### src/rtl/lfsr_share_arbiter_if.sv
// lfsr_share_arbiter_if: seed, request/grant, random-word handshake and LFSR-side signals
interface lfsr_share_arbiter_if #(
  parameter int NUM_BITS = 128,
  parameter int NUM_REQ  = 4
);
  logic                i_Seed_Load;
  logic [NUM_BITS-1:0] i_Seed_Data;
  logic [NUM_REQ-1:0]  i_Req;
  logic [NUM_REQ-1:0]  o_Gnt;
  logic [NUM_BITS-1:0] o_Rand_Data;
  logic                o_Rand_Valid;
  logic                i_Rand_Ready;
  logic                o_Ready;
  logic                o_Seed_Err;
  logic [15:0]         o_Word_Count;
  logic                o_Lfsr_Enable;
  logic                o_Lfsr_Seed_DV;
  logic [NUM_BITS-1:0] o_Lfsr_Seed;
  logic [NUM_BITS-1:0] i_Lfsr_Data;
  modport slave (
    input  i_Seed_Load, i_Seed_Data, i_Req, i_Rand_Ready, i_Lfsr_Data,
    output o_Gnt, o_Rand_Data, o_Rand_Valid, o_Ready, o_Seed_Err, o_Word_Count,
           o_Lfsr_Enable, o_Lfsr_Seed_DV, o_Lfsr_Seed
  );
  modport master (
    output i_Seed_Load, i_Seed_Data, i_Req, i_Rand_Ready, i_Lfsr_Data,
    input  o_Gnt, o_Rand_Data, o_Rand_Valid, o_Ready, o_Seed_Err, o_Word_Count,
           o_Lfsr_Enable, o_Lfsr_Seed_DV, o_Lfsr_Seed
  );
endinterface

### src/rtl/lfsr_share_arbiter.sv
// lfsr_share_arbiter: seeds and warms a shared XNOR LFSR, round-robin hands out one fresh word per handshake
module lfsr_share_arbiter #(
  parameter int NUM_BITS = 128,
  parameter int NUM_REQ  = 4,
  parameter int WARMUP   = 16
) (
  input logic i_Clk,
  input logic i_Rst_L,
  lfsr_share_arbiter_if.slave bus
);
  localparam int RW = $clog2(NUM_REQ);
  typedef enum logic [2:0] {IDLE, SEED, WARM, ARB, HOLD, STEP} state_t;
  state_t              state_q, state_d;
  logic [RW-1:0]       rr_q, rr_d, sel_q, sel_d, pick;
  logic [7:0]          warm_q, warm_d;
  logic [NUM_REQ-1:0]  gnt_q, gnt_d;
  logic [NUM_BITS-1:0] data_q, data_d, seed_q, seed_d;
  logic                valid_q, valid_d, err_q, err_d;
  logic [15:0]         cnt_q, cnt_d;
  logic                seed_bad, hs;
  int                  j;
  assign seed_bad = &bus.i_Seed_Data;
  assign hs       = valid_q & bus.i_Rand_Ready;
  // first requester at or after the round-robin pointer; scanned backwards so the nearest wins
  always_comb begin
    pick = rr_q;
    j    = 0;
    for (int k = NUM_REQ - 1; k >= 0; k--) begin
      j = int'(rr_q) + k;
      if (j >= NUM_REQ) j = j - NUM_REQ;
      if (bus.i_Req[j]) pick = RW'(j);
    end
  end
  // next state; a seed load in any state overrides the step in progress
  always_comb begin
    state_d = state_q;
    rr_d    = rr_q;
    sel_d   = sel_q;
    warm_d  = warm_q;
    gnt_d   = gnt_q;
    data_d  = data_q;
    seed_d  = seed_q;
    valid_d = valid_q;
    cnt_d   = cnt_q;
    err_d   = 1'b0;
    if (bus.i_Seed_Load) begin
      valid_d = 1'b0;
      gnt_d   = '0;
      if (seed_bad) begin
        err_d   = 1'b1;
        state_d = IDLE;
      end else begin
        seed_d  = bus.i_Seed_Data;
        cnt_d   = '0;
        warm_d  = '0;
        state_d = SEED;
      end
    end else begin
      case (state_q)
        SEED: state_d = WARM;
        WARM: begin
          warm_d  = warm_q + 8'd1;
          state_d = (warm_q == 8'(WARMUP - 1)) ? ARB : WARM;
        end
        ARB: if (|bus.i_Req) begin
          sel_d       = pick;
          gnt_d       = '0;
          gnt_d[pick] = 1'b1;
          data_d      = bus.i_Lfsr_Data;
          valid_d     = 1'b1;
          state_d     = HOLD;
        end
        HOLD: if (hs) begin
          valid_d = 1'b0;
          gnt_d   = '0;
          rr_d    = (sel_q == RW'(NUM_REQ - 1)) ? '0 : sel_q + RW'(1);
          cnt_d   = cnt_q + 16'd1;
          state_d = STEP;
        end
        STEP: state_d = ARB;
        default: state_d = IDLE;
      endcase
    end
  end
  // state and datapath registers, synchronous active-low reset
  always_ff @(posedge i_Clk) begin
    if (!i_Rst_L) begin
      state_q <= IDLE;
      rr_q    <= '0;
      sel_q   <= '0;
      warm_q  <= '0;
      gnt_q   <= '0;
      data_q  <= '0;
      seed_q  <= '0;
      valid_q <= 1'b0;
      err_q   <= 1'b0;
      cnt_q   <= '0;
    end else begin
      state_q <= state_d;
      rr_q    <= rr_d;
      sel_q   <= sel_d;
      warm_q  <= warm_d;
      gnt_q   <= gnt_d;
      data_q  <= data_d;
      seed_q  <= seed_d;
      valid_q <= valid_d;
      err_q   <= err_d;
      cnt_q   <= cnt_d;
    end
  end
  assign bus.o_Gnt          = gnt_q;
  assign bus.o_Rand_Data    = data_q;
  assign bus.o_Rand_Valid   = valid_q;
  assign bus.o_Seed_Err     = err_q;
  assign bus.o_Word_Count   = cnt_q;
  assign bus.o_Lfsr_Seed    = seed_q;
  assign bus.o_Ready        = state_q inside {ARB, HOLD, STEP};
  assign bus.o_Lfsr_Enable  = state_q inside {SEED, WARM, STEP};
  assign bus.o_Lfsr_Seed_DV = state_q == SEED;
endmodule

### src/flat_wrapper.sv
// flat-port wrapper written by rule: the top's interface ports become plain ports
module lfsr_share_arbiter_flat 
#(
  parameter int NUM_BITS = 128,
  parameter int NUM_REQ  = 4,
  parameter int WARMUP   = 16
)
  (i_Clk, i_Rst_L, bus_i_Seed_Load, bus_i_Seed_Data, bus_i_Req, bus_i_Rand_Ready, bus_i_Lfsr_Data, bus_o_Gnt, bus_o_Rand_Data, bus_o_Rand_Valid, bus_o_Ready, bus_o_Seed_Err, bus_o_Word_Count, bus_o_Lfsr_Enable, bus_o_Lfsr_Seed_DV, bus_o_Lfsr_Seed);
  lfsr_share_arbiter_if #(.NUM_BITS(NUM_BITS), .NUM_REQ(NUM_REQ)) bus_i ();
  input logic i_Clk;
  input logic i_Rst_L;
  input wire logic [$bits(bus_i.i_Seed_Load)-1:0] bus_i_Seed_Load;
  input wire logic [$bits(bus_i.i_Seed_Data)-1:0] bus_i_Seed_Data;
  input wire logic [$bits(bus_i.i_Req)-1:0] bus_i_Req;
  input wire logic [$bits(bus_i.i_Rand_Ready)-1:0] bus_i_Rand_Ready;
  input wire logic [$bits(bus_i.i_Lfsr_Data)-1:0] bus_i_Lfsr_Data;
  output wire logic [$bits(bus_i.o_Gnt)-1:0] bus_o_Gnt;
  output wire logic [$bits(bus_i.o_Rand_Data)-1:0] bus_o_Rand_Data;
  output wire logic [$bits(bus_i.o_Rand_Valid)-1:0] bus_o_Rand_Valid;
  output wire logic [$bits(bus_i.o_Ready)-1:0] bus_o_Ready;
  output wire logic [$bits(bus_i.o_Seed_Err)-1:0] bus_o_Seed_Err;
  output wire logic [$bits(bus_i.o_Word_Count)-1:0] bus_o_Word_Count;
  output wire logic [$bits(bus_i.o_Lfsr_Enable)-1:0] bus_o_Lfsr_Enable;
  output wire logic [$bits(bus_i.o_Lfsr_Seed_DV)-1:0] bus_o_Lfsr_Seed_DV;
  output wire logic [$bits(bus_i.o_Lfsr_Seed)-1:0] bus_o_Lfsr_Seed;
  assign bus_i.i_Seed_Load = bus_i_Seed_Load;
  assign bus_i.i_Seed_Data = bus_i_Seed_Data;
  assign bus_i.i_Req = bus_i_Req;
  assign bus_i.i_Rand_Ready = bus_i_Rand_Ready;
  assign bus_i.i_Lfsr_Data = bus_i_Lfsr_Data;
  assign bus_o_Gnt = bus_i.o_Gnt;
  assign bus_o_Rand_Data = bus_i.o_Rand_Data;
  assign bus_o_Rand_Valid = bus_i.o_Rand_Valid;
  assign bus_o_Ready = bus_i.o_Ready;
  assign bus_o_Seed_Err = bus_i.o_Seed_Err;
  assign bus_o_Word_Count = bus_i.o_Word_Count;
  assign bus_o_Lfsr_Enable = bus_i.o_Lfsr_Enable;
  assign bus_o_Lfsr_Seed_DV = bus_i.o_Lfsr_Seed_DV;
  assign bus_o_Lfsr_Seed = bus_i.o_Lfsr_Seed;
  lfsr_share_arbiter #(.NUM_BITS(NUM_BITS), .NUM_REQ(NUM_REQ), .WARMUP(WARMUP)) u_core (.i_Clk(i_Clk), .i_Rst_L(i_Rst_L), .bus(bus_i));
endmodule
### config.mk
export PLATFORM = sky130hd
export DESIGN_NAME = lfsr_share_arbiter_flat
export DESIGN_NICKNAME = d
export VERILOG_FILES = /design/src/rtl/lfsr_share_arbiter_if.sv /design/src/rtl/lfsr_share_arbiter.sv /design/src/flat_wrapper.sv
export SDC_FILE = /design/constraint.sdc
export NUM_CORES = 1
export LEC_CHECK = 0
export ABC_AREA = 1
export BUFFER_PORTS_ARGS = -buffer_cell sky130_fd_sc_hd__buf_2
export CORE_AREA = 5 5 210 212
export CTS_CLUSTER_SIZE = 25
export DETAILED_ROUTE_END_ITERATION = 8
export DIE_AREA = 0 0 215 217
export SKIP_CTS_REPAIR_TIMING = 1
export SLEW_MARGIN = 0
export SYNTH_ARGS = -nofsm -noshare
export SYNTH_HDL_FRONTEND = slang
export SYNTH_SLANG_ARGS = --single-unit
### constraint.sdc
create_clock -name i_Clk -period 2.3 [get_ports i_Clk]
set_input_delay 0.23 -clock i_Clk [delete_from_list [all_inputs] [get_ports i_Clk]]
set_output_delay 0.23 -clock i_Clk [all_outputs]
set_load 0.005 [all_outputs]
==> results.sh <==
export IMPL_cts_tree="built"
export IMPL_cp_required_ns=2.76
export IMPL_critPathLaunchType="primary input"
export IMPL_grt_usage_pct=17.7
export IMPL_cts_buffers=36
export IMPL_overflow=0
export IMPL_fin_ws_ns=0.224
export IMPL_ys_ff_latch=293
export IMPL_ys_seq_area_share_pct=51.1
export IMPL_ys_top_cells_by_area="dfxtp_1, nor2_1, o21ai_0"
export IMPL_period_share_pct=90.3
export IMPL_arrival_ns=2.54
export IMPL_cts_max_level=2
export IMPL_numPortBuffers=544
export IMPL_fmax_mhz=482
export IMPL_placementRows=75
export IMPL_critical_path_top_delay_family="buffers and inverters"
export IMPL_cts_sinks=293
export IMPL_synth_largest_area_cell="dfxtp_1"
export IMPL_hold_ws_ns=-0.0347
export IMPL_synth_warnings=0
export IMPL_worst_pin_slew_ns=0.883
export IMPL_place_ws_ns=0.0904
export IMPL_viasPerCell=4.68
export IMPL_critical_path_class="in -> reg"
export IMPL_finalHoldViolCount=30
export IMPL_finalClockSkew_ns=0.0129
export IMPL_violations="hold timing"
export IMPL_synth_top_cell_area_share_pct=51.1
export IMPL_setup_tns_ns=0
export IMPL_critPathMaxFanout=54
export IMPL_final_antenna_net_count=0
export IMPL_most_common_layout_cells="nor2_1, buf_2, dfxtp_1"
export IMPL_synth_distinct_cells=31
export IMPL_root_buffer="clkbuf_16"
export IMPL_setup_viol=0
export IMPL_clockBufferDepth=3
export IMPL_firstDrtPassIters=5
export IMPL_slowest_stage="dlygate4sd3_1"
export IMPL_maxCapViolations=0
export IMPL_syn_nets=1848
export IMPL_initial_core_util_pct=27.5
export IMPL_die_width_um=215
export IMPL_outcome="finished with violations"
export IMPL_slew_headroom_pct=41.1
export IMPL_gp_congestion=0.945
export IMPL_clkTransAtPathRegs_ns=0.06
export IMPL_syn_cell_area_sq_um=11500
export IMPL_hold_class="in -> reg"
export IMPL_slowest_delay_ns=0.55
export IMPL_power_density_nw_per_um2=686
export IMPL_grt_pass1_vias=12100
export IMPL_first_iter_violations=1113
export IMPL_wirelength_um=46500
export IMPL_ios=545
export IMPL_worstSetupEndpointType="register"
export IMPL_grt_max_degree=174
export IMPL_place_hpwl_um=32800
export IMPL_grt_antenna_before_repair=7
export IMPL_synthToLayoutAreaGrowth_pct=53.6
export IMPL_vias=13300
export IMPL_nets=2538
export IMPL_syn_avg_cell_area_sq_um=7.26
export IMPL_cp_cell_sequence="dlygate4sd3_1, buf_2, nand2_1, nor2_1, nand2_1, nor2_1, buf_4, nand2_1, nor2_1, nand2_1, nand2_4, buf_12, buf_4, o21ai_0, nor2_1"
export IMPL_crit_buf_inv=5
export IMPL_design_core_area_sq_um=41800
export IMPL_drive_gt1_share_pct=27.3
export IMPL_fp_dieH_um=217
export IMPL_syn_inst=1580
export IMPL_layout_commonest_cell="nor2_1"
export IMPL_n_fill_cell=4115
export IMPL_drv_slew=0
export IMPL_ir_worst_vdd_mv=0.479
export IMPL_grt_pass1_wl_um=67200
export IMPL_die_area_sq_um=46700
export IMPL_p_leak_nw=8.70
export IMPL_clk_latency_ns=0.53
export IMPL_wl_per_cell_um=16.4
export IMPL_finalCriticalPeriod_ns=2.08
export IMPL_drc_errors=0
[layer usage]
metal / vias to the layer above / track usage, % / part of all wire [%]
li1: 6452 / - / -
met1: 6077 / 20.3 / 39
met2: 643 / 30.3 / 48
met3: 110 / 6.71 / 9.1
met4: 4 / 6.21 / 3.7
met5: - / 0 / 0.058
[sequential cells by signal, summed over array words and instances, names as in the netlist, 2 cells and up]
register                 flops
u_core.bus.o_Word_Count     16
u_core.state_q               3
u_core.bus.o_Rand_Data     128
u_core.bus.o_Lfsr_Seed     128
u_core.rr_q                  2
u_core.bus.o_Gnt             4
u_core.sel_q                 2
u_core.warm_q                8
[power breakdown]
part,internal [W],switching [W],leakage (nW)
clock,0.00334,0.00219,0.565
sequential,0.00524,0.0000912,2.39
combinational,0.000624,0.000603,5.74
[logic make-up after synthesis]
kind of cell / synth area share (%)
buf+inv: 5.99
fa+ha+maj: 0.436
compound gates: 13.7
xor+xnor: 0.534
simple gates: 28.2
flops: 51.1
[through the flow]
| stage | instance area, sq um | total power (W) | cells | hold WS [ns] | utilization, % |
|---|---|---|---|---|---|
| global route | 17600 | 0.0126 | 2837 | 0.0000245 | 42.2 |
| CTS | 15800 | 0.0120 | 2651 | -0.120 | 37.8 |
| floorplan | 11500 | 0.00584 | 1580 | 0.365 | - |
| detailed placement | 14600 | 0.00640 | 2589 | 0.456 | 35.1 |
| global placement | 14600 | 0.00639 | 2589 | 0.451 | 35.1 |
| finish | 17600 | 0.0121 | 2838 | -0.0347 | 42.2 |
[worst register-to-register path, stage by stage, from the launching register on]
cell and delay (ns):
dfxtp_1 0.34, inv_1 0.10, nand3_1 0.14, inv_1 0.08
nand2_1 0.17, nor2_4 0.22, buf_12 0.36, o21ai_0 0.31
nor2_1 0.18
[final timing paths]
check | startpoint | endpoint | slack (ns) | cells past startpoint
hold / removal | bus_i_Seed_Data[60] | u_core.bus.o_Lfsr_Seed[60] | -0.03 | 3
hold reg to reg | u_core.bus.o_Gnt[2] | u_core.bus.o_Gnt[2] | 0.47 | 2
setup / recovery | bus_i_Seed_Data[62] | u_core.bus.o_Lfsr_Seed[87] | 0.22 | 15
setup reg to reg | u_core.state_q[2] | u_core.bus.o_Rand_Data[31] | 0.32 | 8
[synthesized netlist by cell type]
master / instances
buf_6: 16
buf_4: 1
or2_2: 1
ha_1: 4
a31o_2: 1
nor3_1: 7
buf_2: 34
nand2_1: 173
nand3_1: 49
nand4_1: 11
clkbuf_1: 42
a31oi_1: 1
inv_2: 1
nor3_4: 1
o21ai_0: 266
a21oi_1: 34
nor2_1: 579
inv_1: 41
dfxtp_1: 293
nand2_2: 1
nand2_4: 1
xor2_1: 6
xnor2_1: 1
nand3b_1: 1
clkinv_1: 1
o21ai_1: 5
nor3b_1: 1
o211ai_1: 2
a21o_1: 2
nor2_2: 2
clkbuf_2: 2
[cell type report]
type,count,area [sq um],area share (%)
timing repair buffer,747,4830,27.4
tap,539,674,3.83
multi-input combinational,1149,4930,28.0
clock buffer,53,1030,5.87
sequential,293,5870,33.3
inverter,43,165,0.937
clock inverter,9,110,0.625
antenna,5,12.5,0.0710
Note: power is estimated with default switching activity, not from simulation.
